==> src/rtl/mavg_param_if.sv <==
// Sample/result handshake bundle for the mavg_param moving-average filter.
// The master drives samples and window selection; the slave returns averages.
interface mavg_param_if #(
  parameter int W = 4
) ();
  logic [2:0]   len_sel;
  logic         in_valid;
  logic [W-1:0] x;
  logic         out_valid;
  logic [W-1:0] y;
  logic         primed;

  modport master (
    output len_sel,
    output in_valid,
    output x,
    input  out_valid,
    input  y,
    input  primed
  );

  modport slave (
    input  len_sel,
    input  in_valid,
    input  x,
    output out_valid,
    output y,
    output primed
  );
endinterface

==> src/rtl/mavg_param.sv <==
// Parametrised moving-average filter: runtime window L = 2^min(len_sel, LOG2N),
// running-sum implementation with optional round-half-up and flush on length change.
module mavg_param #(
  parameter int W     = 4,
  parameter int LOG2N = 2,
  parameter int ROUND = 1
) (
  input  logic         clk,
  input  logic         reset,
  mavg_param_if.slave  bus
);

  localparam int N  = 1 << LOG2N;
  localparam int SW = W + LOG2N;
  localparam int FW = LOG2N + 1;
  localparam int IW = (LOG2N > 0) ? LOG2N : 1;
  localparam logic [2:0] KMAX = 3'(LOG2N);

  logic [W-1:0]  tap_r [N];
  logic [SW-1:0] sum_r;
  logic [SW-1:0] sum_next_s;
  logic [FW-1:0] fill_r;
  logic [FW-1:0] fill_next_s;
  logic [FW-1:0] len_s;
  logic [2:0]    k_r;
  logic [2:0]    k_clamp_s;
  logic          flush_s;
  logic [IW-1:0] old_idx_s;
  logic [W-1:0]  tap_old_s;
  logic [SW:0]   rnd_s;
  logic [W-1:0]  y_r;
  logic [W-1:0]  y_next_s;
  logic          out_valid_r;
  logic          primed_r;
  logic          primed_next_s;

  // Window decode, flush detection and the sample leaving the active window.
  always_comb begin
    if (bus.len_sel > KMAX) begin
      k_clamp_s = KMAX;
    end else begin
      k_clamp_s = bus.len_sel;
    end
    flush_s   = (k_clamp_s != k_r);
    len_s     = FW'(1) << k_clamp_s;
    old_idx_s = IW'((8'd1 << k_r) - 8'd1);
    tap_old_s = tap_r[old_idx_s];
  end

  // Next running sum, fill level, primed flag and rounded average.
  always_comb begin
    sum_next_s    = sum_r;
    fill_next_s   = fill_r;
    primed_next_s = primed_r;
    rnd_s         = {(SW+1){1'b0}};

    // A flush starts an empty window; a same-edge sample becomes its first entry.
    if (flush_s) begin
      if (bus.in_valid) begin
        sum_next_s  = SW'(bus.x);
        fill_next_s = FW'(1);
      end else begin
        sum_next_s  = {SW{1'b0}};
        fill_next_s = {FW{1'b0}};
      end
    end else if (bus.in_valid) begin
      sum_next_s = sum_r + SW'(bus.x) - SW'(tap_old_s);
      if (fill_r != len_s) begin
        fill_next_s = fill_r + FW'(1);
      end else begin
        fill_next_s = fill_r;
      end
    end else begin
      sum_next_s  = sum_r;
      fill_next_s = fill_r;
    end

    if (flush_s) begin
      primed_next_s = 1'b0;
    end else begin
      primed_next_s = primed_r | (fill_next_s == len_s);
    end

    if ((ROUND != 0) && (k_clamp_s != 3'd0)) begin
      rnd_s = (SW+1)'(1) << (k_clamp_s - 3'd1);
    end else begin
      rnd_s = {(SW+1){1'b0}};
    end

    // Divisor is always L, so the average ramps up while the window fills.
    y_next_s = W'(({1'b0, sum_next_s} + rnd_s) >> k_clamp_s);
  end

  // Sample delay line; cleared on flush so a later length increase sees zeros.
  always_ff @(posedge clk) begin
    if (reset) begin
      for (int i = 0; i < N; i++) begin
        tap_r[i] <= {W{1'b0}};
      end
    end else if (flush_s) begin
      for (int i = 1; i < N; i++) begin
        tap_r[i] <= {W{1'b0}};
      end
      tap_r[0] <= bus.in_valid ? bus.x : {W{1'b0}};
    end else if (bus.in_valid) begin
      for (int i = N - 1; i > 0; i--) begin
        tap_r[i] <= tap_r[i-1];
      end
      tap_r[0] <= bus.x;
    end else begin
      for (int i = 0; i < N; i++) begin
        tap_r[i] <= tap_r[i];
      end
    end
  end

  // Running state and registered outputs.
  always_ff @(posedge clk) begin
    if (reset) begin
      k_r         <= k_clamp_s;
      sum_r       <= {SW{1'b0}};
      fill_r      <= {FW{1'b0}};
      primed_r    <= 1'b0;
      out_valid_r <= 1'b0;
      y_r         <= {W{1'b0}};
    end else begin
      k_r         <= k_clamp_s;
      sum_r       <= sum_next_s;
      fill_r      <= fill_next_s;
      primed_r    <= primed_next_s;
      out_valid_r <= bus.in_valid;
      if (bus.in_valid) begin
        y_r <= y_next_s;
      end else begin
        y_r <= y_r;
      end
    end
  end

  assign bus.y         = y_r;
  assign bus.out_valid = out_valid_r;
  assign bus.primed    = primed_r;

endmodule

==> src/flat_wrapper.sv <==
// flat-port wrapper written by rule: the top's interface ports become plain ports
module mavg_param_flat 
#(
  parameter int W     = 4,
  parameter int LOG2N = 2,
  parameter int ROUND = 1
)
  (clk, reset, bus_len_sel, bus_in_valid, bus_x, bus_out_valid, bus_y, bus_primed);
  mavg_param_if #(.W(W)) bus_i ();
  input  logic clk;
  input  logic reset;
  input wire logic [$bits(bus_i.len_sel)-1:0] bus_len_sel;
  input wire logic [$bits(bus_i.in_valid)-1:0] bus_in_valid;
  input wire logic [$bits(bus_i.x)-1:0] bus_x;
  output wire logic [$bits(bus_i.out_valid)-1:0] bus_out_valid;
  output wire logic [$bits(bus_i.y)-1:0] bus_y;
  output wire logic [$bits(bus_i.primed)-1:0] bus_primed;
  assign bus_i.len_sel = bus_len_sel;
  assign bus_i.in_valid = bus_in_valid;
  assign bus_i.x = bus_x;
  assign bus_out_valid = bus_i.out_valid;
  assign bus_y = bus_i.y;
  assign bus_primed = bus_i.primed;
  mavg_param #(.W(W), .LOG2N(LOG2N), .ROUND(ROUND)) u_core (.clk(clk), .reset(reset), .bus(bus_i));
endmodule
==> config.mk <==
export PLATFORM = sky130hd
export DESIGN_NAME = mavg_param_flat
export DESIGN_NICKNAME = d
export VERILOG_FILES = /design/src/rtl/mavg_param_if.sv /design/src/rtl/mavg_param.sv /design/src/flat_wrapper.sv
export SDC_FILE = /design/constraint.sdc
export NUM_CORES = 1
export LEC_CHECK = 0
export CAP_MARGIN = 20
export CORE_MARGIN = 1.5
export CORE_UTILIZATION = 30
export DETAILED_ROUTE_END_ITERATION = 12
export PLACE_DENSITY = 0.51
export SLEW_MARGIN = 20
export SYNTH_ARGS = -nofsm -noshare
export SYNTH_HDL_FRONTEND = slang
export SYNTH_SLANG_ARGS = --single-unit
export TNS_END_PERCENT = 50
==> constraint.sdc <==
create_clock -name clk -period 5.6 [get_ports clk]
set_input_delay 0.56 -clock clk [delete_from_list [all_inputs] [get_ports clk]]
set_output_delay 0.56 -clock clk [all_outputs]
set_load 0.005 [all_outputs]
==> results.py <==
metrics = {
    "outcome": {
        "status": "complete, no violations",
    },
    "cts": {
        "ctsHoldBuffers": 0,
        "htree_levels": 2,
        "clock_sinks": 34,
        "cts_tree": "done",
        "cts_made_buffers": 5,
        "clockBufferDepth": 2,
        "cts.repair.resized": 0,
        "cts_setup_buffers": 0,
        "cts_root_buffer": "clkbuf_8",
        "clk_latency_ns": 0.29,
        "clk_pin_slew_ns": 0.08,
    },
    "logic_synthesis": {
        "synthAdderAreaFrac": 0.1203,
        "ys_top_cells_by_area": "edfxtp_1 21%, dfxtp_1 16%, ha_1 7.7%, fa_1 4.4%, and3_1 3.6%",
        "synthSimpleGateAreaFrac": 0.2132,
        "ys_seq_area_frac": 0.3674,
        "synth_edf_count": 16,
        "yosysUniqueCellTypes": 51,
        "synth_seq_cells": 34,
        "synth_ff_type": "dfxtp_1",
        "synth_top_cell_by_area": "edfxtp_1",
        "synth-compound-area-share": 0.1597,
        "yosysWarnings": 0,
        "synth_mux_area_frac": 0.04483,
        "synth_top_area_frac": 0.2100,
        "synth_cells": 238,
        "synth_top_family_by_area": "simple AND/OR/NAND/NOR gates",
        "netlist_area_um2": 2288,
        "avgSynthCellArea_um2": 9.615,
        "synth_xor_area_frac": 0.04593,
        "async_flop_share": 0,
    },
    "flow_run": {
        "maxCapViolCount": 0,
    },
    "drt": {
        "drt_iter0_markers": 61,
        "vias": 1718,
        "viasPerCell": 4.937,
        "wl_per_cell_um": 14.97,
        "drt_first_pass_iters": 4,
        "postRouteAntennaNets": 0,
        "drc": 0,
        "wl_um": 5209,
    },
    "critical_path": {
        "crit_fanout": 8,
        "worstSetupEndpointType": "flop",
        "rr_endpoint": "u_core.bus.y[3]$_SDFFE_PP0P_",
        "critical_path_class": "reg2reg",
        "start_kind": "flop",
        "cp.required_ns": 5.77,
        "r2r_slack_ns": 1.36,
        "worstPathArrival_ns": 4.41,
        "r2r_cells": 16,
        "reg2reg_from": "u_core.k_r[2]$_DFF_P_",
    },
    "global_routing": {
        "gr-usage-all-layers": 0.1340,
        "gr-total-overflow": 0,
        "grt_start_max_net_pins": 22,
        "antenna_found_initial": 0,
        "grt_first_pass_wirelength_um": 8652,
        "grt_pass1_vias": 1750,
    },
    "hold_path": {
        "hp-class": "reg2reg",
        "hold_end": "u_core.bus.y[1]$_SDFFE_PP0P_",
        "worst_hold_startpoint": "u_core.bus.y[1]$_SDFFE_PP0P_",
        "hold_path_depth": 2,
    },
    "sta": {
        "max_freq_ghz": 0.2361,
        "hold_ws_ns": 0.4888,
        "slew_violations": 0,
        "skew_ns": 0.004512,
        "finalHoldViolCount": 0,
        "min_period_ns": 4.236,
        "postLayoutSetupSlackWorst_ns": 1.364,
        "relSlewSlack": 0.5268,
        "rsz0062_at_grt": "false",
        "tightest_slew_ns": 0.7083,
        "min_period_over_period": 0.7564,
        "setup_viol": 0,
        "setup-tns-final_ns": 0,
    },
    "layout": {
        "final_nets": 277,
        "layout_commonest_cell": "dfxtp_1",
        "final_util": 0.3576,
        "area_growth_pct": 14.54,
        "layout-drive-gt1-share": 0.07229,
        "fillers": 738,
        "final_cell_mix": "18 x dfxtp_1, 16 x nor2_1, 16 x edfxtp_1",
        "multi_input_area_um2": 1348,
        "register_area_um2": 840.8,
        "fin_cells": 348,
        "antenna_cells": 0,
    },
    "floorplan": {
        "core_um2": 7331,
        "num_rows": 31,
        "die_w_um": 90.34,
        "start_util": 0.3122,
        "die_h_um": 90.34,
        "io_pins": 16,
        "dieArea_um2": 8161,
    },
    "placement": {
        "dp_slack_ns": 1.276,
        "dp_hpwl_um": 3838,
        "dp_cells": 340,
        "io_buffers": 15,
        "place.gp.congestion": 0.7902,
    },
    "pwr": {
        "pwr_density_cell_nw_per_um2": 257.9,
        "vdd_ir_drop_max_v": 0.0001070,
        "p_leak_uw": 0.001062,
    },
}
cell families (layout without fill, tap and decap cells):
group           count (synthesis)  in the layout
xor+xnor                       12             12
other cells                     1              3
buf+inv                        25             34
mux                             9              9
flops                          34             34
simple gates                   86             86
fa+ha+maj                      19             19
compound gates                 52             52
synth_stat cells, drive strengths merged, types with 2 or more instances:
cell type,number
nand2b,6
o21ai,10
a21oi,14
edfxtp,16
mux2i,8
nor2,18
a311oi,3
xor2,3
a21o,7
and2,8
a211oi,4
nor3b,4
clkbuf,7
nand3b,3
dfxtp,18
nand2,10
inv,10
nand3,8
and3,13
buf,8
nor3,5
ha,14
o41ai,2
fa,5
or3,3
o211ai,2
xnor2,9
nor4,2
per-stage QoR:
step | total power (µW) | instance area, µm²
finish | 676.0 | 2621
CTS | 684.0 | 2621
detailed placement | 449.4 | 2507
floorplan | 405.2 | 2296
global placement | 449.8 | 2507
global route | 713.9 | 2621
worst max-delay path by stage:
stage	startpoint	cells after the start	slack (ns)	endpoint
final	u_core.k_r[2]$_DFF_P_	16	1.36	u_core.bus.y[3]$_SDFFE_PP0P_
after global routing	u_core.k_r[2]$_DFF_P_	16	0.92	u_core.bus.y[3]$_SDFFE_PP0P_
after CTS	u_core.k_r[2]$_DFF_P_	16	1.32	u_core.bus.y[3]$_SDFFE_PP0P_
after detailed placement	bus_x[1]	14	1.28	u_core.bus.y[3]$_SDFFE_PP0P_
after global placement	bus_x[1]	14	1.34	u_core.bus.y[3]$_SDFFE_PP0P_
after floorplan	u_core.k_r[2]$_DFF_P_	17	1.77	u_core.bus.y[3]$_SDFFE_PP0P_
report_power, final:
group          internal [µW]  switching, µW
Sequential               272           9.79
Combinational           74.3           87.5
Clock                    132           99.5
sequential cells by signal, indices dropped and copies added (netlist names):
register	flops
u_core.bus.out_valid	1
u_core.bus.primed	1
u_core.bus.y	4
u_core.fill_r	3
u_core.k_r	3
u_core.sum_r	6
u_core.tap_r	16
routing by layer:
layer / wire length (µm) / share of wire / track usage / vias to the layer above
li1: - / - / - / 879
met1: 2503 / 0.48 / 0.1713 / 816
met2: 2554 / 0.49 / 0.2292 / 21
met3: 128 / 0.025 / 0.02946 / 2
met4: 23 / 0.0044 / 0.03175 / 0
met5: 0 / 0 / 0 / -
final cells by class:
type	instances	area share
clock buffer	5	0.02625
clock inverter	3	0.01718
inverter	10	0.01432
multi-input combinational	181	0.5141
sequential	34	0.3208
tap	99	0.04726
timing repair buffer	16	0.06014
critical path, cell delays in order, from the launching register on:
cell and delay, ns:
dfxtp_1 0.40, nor2_1 0.42, nand2_1 0.11, o21ai_0 0.13
fa_1 0.50, ha_1 0.32, a21o_1 0.16, a21oi_1 0.27
xnor2_1 0.10, nand2_1 0.09, a31oi_1 0.10, ha_1 0.37
a41o_1 0.25, a221oi_1 0.32, xnor2_1 0.16, nor3_1 0.07
a2111oi_0 0.35
Note: power is estimated with default switching activity, not from simulation.
==> RTL change 1 (same flow settings) <==
`W` is set to 4 in 3 places; all go to 5.
--- a/src/rtl/mavg_param_if.sv
+++ b/src/rtl/mavg_param_if.sv
@@ -3,3 +3,3 @@
 interface mavg_param_if #(
-  parameter int W = 4
+  parameter int W = 5
 ) ();
--- a/src/rtl/mavg_param.sv
+++ b/src/rtl/mavg_param.sv
@@ -3,3 +3,3 @@
 module mavg_param #(
-  parameter int W     = 4,
+  parameter int W     = 5,
   parameter int LOG2N = 2,
--- a/src/flat_wrapper.sv
+++ b/src/flat_wrapper.sv
@@ -3,3 +3,3 @@
 #(
-  parameter int W     = 4,
+  parameter int W     = 5,
   parameter int LOG2N = 2,
Interface: changed (resized bus_x and bus_y); port bits go from 16 to 18. The function was not compared with the original's and may differ.
==> RTL change 1 against the original RTL <==
  * Sequential cell count up 6
  * Total power up 12%
  * Sequential share of layout area up 0.70 points
  * First-iteration DRC count up 59%
  * Cell count up 20%
  * Routed wire length up 25%
  * Non-clock buffer count up 4
  * Synthesized area up 18%
  * Die area up 17%
  * Highest routed layer unchanged
  * Worst setup slack worse by 0.066 ns
  * Final area up 17%
  * Critical path type unchanged
==> RTL change 1: results (changes against the original RTL) <==
[status]
status = finished, final reports clean

[placed_design]
hpwl_um = 4780  ; +25%
place_congestion = 0.800  ; +1.2%
dp.cells = 411  ; +21%
portBuffers = 17  ; +2

[global_route]
grt_max_degree = 33  ; +50%
grt_pass1_vias = 2106  ; +20%
antenna_found_initial = 0  ; unchanged
grt_pass1_wl_um = 10900  ; +26%
grt_use_total = 0.144  ; +0.0105

[synth]
synthCells = 294  ; +24%
ys_warn_count = 0  ; unchanged
synth_edf_count = 20  ; +4
synthTopCellsByArea = edfxtp_1 (22%), dfxtp_1 (15%), ha_1 (7.0%)
seq_area_frac_synth = 0.371  ; +0.00382
synth_cell_types = 58  ; +14%
ys_top_cells_by_count = nor2_1 (25), dfxtp_1 (20), edfxtp_1 (20), inv_1 (20), a21oi_1 (19)

[timing]
worst_pin_slew_ns = 0.616  ; -0.0918 ns
fin_worst_skew_ns = 0.00741  ; +0.00289 ns

[routing]
vias = 2185  ; +27%
drt_iter0_markers = 97  ; +59%
wl_per_cell_um = 15.6  ; +4.1%
routed_via_density = 5.21  ; +5.6%

[layout]
drive_gt1_frac = 0.0675  ; -0.00477
largest_register_ffs = 20  ; +4
diodes = 0  ; unchanged
nets = 342  ; +23%
fill_cells = 871  ; +18%

[pwr]
switching_power_uw = 249  ; +27%
p_leak_nw = 1.23  ; +16%
ir_drop_uv = 95.4  ; -11%

[critical_path]
cpMaxStageDelayCell = fa_1
ff2ff_setup_slack_ns = 1.30  ; -0.07 ns
cp_max_fo = 10  ; +2
critPathMaxStageDelay_ns = 0.56  ; +0.06 ns
worst-endpoint-arrival_ns = 4.47  ; +0.06 ns

[clocking]
postCtsSetupRepairBufs = 0  ; unchanged
clockRootBuffer = clkbuf_8
post_cts_resize_count = 0  ; unchanged
clock_latency_ns = 0.31  ; +0.02 ns

-- RTL change 1: cell count changes after synthesis, moves of 5 or more --
cell	delta
nand3_1	+6
xnor2_1	-7
a21o_1	-5
a21oi_1	+5
nor2_1	+9
inv_1	+10
-- RTL change 1: layer usage --
layer / track usage / vias to the layer above / part of all wire
met5: 0 / - / 0
met4: 0.0462 / 0 / 0.013
met3: 0.0258 / 6 / 0.038
met2: 0.227 / 43 / 0.47
met1: 0.202 / 1034 / 0.48
li1: - / 1102 / -
-- RTL change 1: kinds of logic after synthesis --
family          Yosys count  synth area share
compound gates           69             0.179
fa+ha+maj                21             0.114
mux                      12            0.0492
simple gates            109             0.212
flops                    40             0.371
xor+xnor                  5            0.0162
other cells               1           0.00139
buf+inv                  37            0.0566
-- RTL change 1: layout make-up --
type | instances | area [µm²] | area share
clock buffer | 6 | 72.6 | 0.0238
clock inverter | 2 | 12.5 | 0.00410
inverter | 21 | 78.8 | 0.0258
multi-input combinational | 222 | 1560 | 0.511
sequential | 40 | 1000 | 0.328
tap | 108 | 135 | 0.0442
timing repair buffer | 20 | 193 | 0.0631
-- RTL change 1: power groups by stage --
| stage | clock network [mW] | registers [mW] | logic, mW |
|---|---|---|---|
| 2_1_floorplan | 0 | 0.338 | 0.167 |
| 3_3_place_gp | 0 | 0.343 | 0.221 |
| 3_5_place_dp | 0 | 0.343 | 0.222 |
| 4_1_cts | 0.204 | 0.337 | 0.224 |
| 5_1_grt | 0.213 | 0.339 | 0.256 |
| 6_report | 0.197 | 0.336 | 0.224 |
-- RTL change 1: path summary, 6_finish.rpt --
path / end / start / cells past startpoint
min: u_core.bus.primed / u_core.bus.primed / 2
max reg2reg: u_core.bus.y[3] / u_core.k_r[2] / 14
min reg2reg: u_core.bus.primed / u_core.bus.primed / 2
max: u_core.bus.y[3] / u_core.k_r[2] / 14
-- RTL change 1: worst max-delay path: cells and delay by family (launching register included) --
kind,cells,cell delay [ns]
compound gates,6,1.59
fa+ha+maj,3,1.32
simple gates,4,0.81
flops,1,0.39
buf+inv,1,0.07
-- RTL change 1: metrics by stage --
stage               area (µm²)  hold WS (ns)  power, mW  setup WS [ns]
floorplan                 2720         0.442      0.504           1.90
global placement          2970         0.437      0.564           1.06
detailed placement        2970         0.442      0.565           1.08
CTS                       3050         0.455      0.765           1.27
global route              3050         0.493      0.807          0.804
finish                    3050         0.447      0.758           1.30
==> RTL change 2 (config.mk and constraints unchanged) <==
Made on the original files. Reset style: asynchronous (`reset`), changed in one clocked block.
--- a/src/rtl/mavg_param.sv
+++ b/src/rtl/mavg_param.sv
@@ -94,3 +94,3 @@
   // Sample delay line; cleared on flush so a later length increase sees zeros.
-  always_ff @(posedge clk) begin
+  always_ff @(posedge clk or posedge reset) begin
     if (reset) begin
Behaviour: no difference found for any inputs over 4 cycles, from zero or initial values and one cycle with reset high; that may be too few to reach the edited logic, so the function may still have changed.
==> RTL change 2 against the original RTL <==
  * Global-route usage rose by 0.26 points
  * Synthesized cell count increased by 14%
  * Routed wire length is 0.15% higher
  * Sequential cell count stayed put
  * Synthesized area rose by 0.49%
  * Final area increased by 1.4%
  * Worst setup slack better by 0.28 ns
  * Clock power increased by 4%
  * Total power down 1.8%
  * Critical endpoint is now u_core.bus.y[2]
  * Largest power group unchanged
==> RTL change 2: results (changes against the original RTL) <==
[critical_path]
crit_end = u_core.bus.y[2]
critPathMaxStageDelay_ns = 0.55  ; +0.05 ns
ff2ff_setup_slack_ns = 1.65  ; +0.28 ns
r2r_cells = 15  ; -1

[synth]
seq_area_frac_synth = 0.331  ; -0.0366
ys_top_cells_by_count = nor2_1 (27), nand2_1 (22), mux2i_1 (20)
async_reset_ff_frac = 0.471  ; +0.471
synthCells = 271  ; +14%
synth_compound_area_frac = 0.172  ; +0.0123

[global_route]
grt_max_degree = 56  ; +150%
grt_pass1_wl_um = 8980  ; +3.8%
grt_use_met2 = 0.209  ; -0.0205
grt_use_total = 0.137  ; +0.00261

[layout]
clkCellAreaFrac = 0.0438  ; +0.000328
fill_cells = 786  ; +6.5%
multi_input_comb_cells = 204  ; +13%
seq_area_um2 = 761  ; -9.5%
fin_cells = 383  ; +10%
clock_buffers = 7  ; +2
seq_share = 0.286  ; -0.0346
n_all_inverters = 19  ; +9
buffers = 19  ; +3
buffer_area_frac = 0.0659  ; +0.00574

[timing]
fin_crit_ns = 3.95  ; -0.284 ns
fin_worst_skew_ns = 0.00801  ; +0.00350 ns
slew_headroom = 0.299  ; -0.228
worst_hold_slack_ns = 0.476  ; -0.0125 ns

[routing]
drt_iter0_markers = 55  ; -9.8%
routed_wl_um = 5220  ; +0.15%
vias = 1899  ; +11%
wl_met2_um = 2310  ; -9.5%
route.met3.wl_um = 190  ; +48%

[placed_design]
placed_area_um2 = 2540  ; +1.4%
dp.cells = 375  ; +10%

[status]
status = finished, final reports clean

## RTL change 2: cell types whose count changed after synthesis, sizes merged, moves of 9 or more
| cell | unedited run | this run |
|---|---|---|
| dfrtp | 0 | 16 |
| edfxtp | 16 | 0 |
| mux2i | 8 | 20 |
| nand2 | 10 | 22 |
| and3 | 13 | 3 |
| inv | 10 | 19 |
| nor2 | 18 | 27 |
| o21ai | 10 | 19 |
## RTL change 2: report_power, final
| group | total, mW | switching (mW) | internal (mW) |
|---|---|---|---|
| Combinational | 0.159 | 0.0869 | 0.0721 |
| Clock | 0.241 | 0.0954 | 0.145 |
| Sequential | 0.264 | 0.00957 | 0.255 |
| Total | 0.664 | 0.192 | 0.472 |
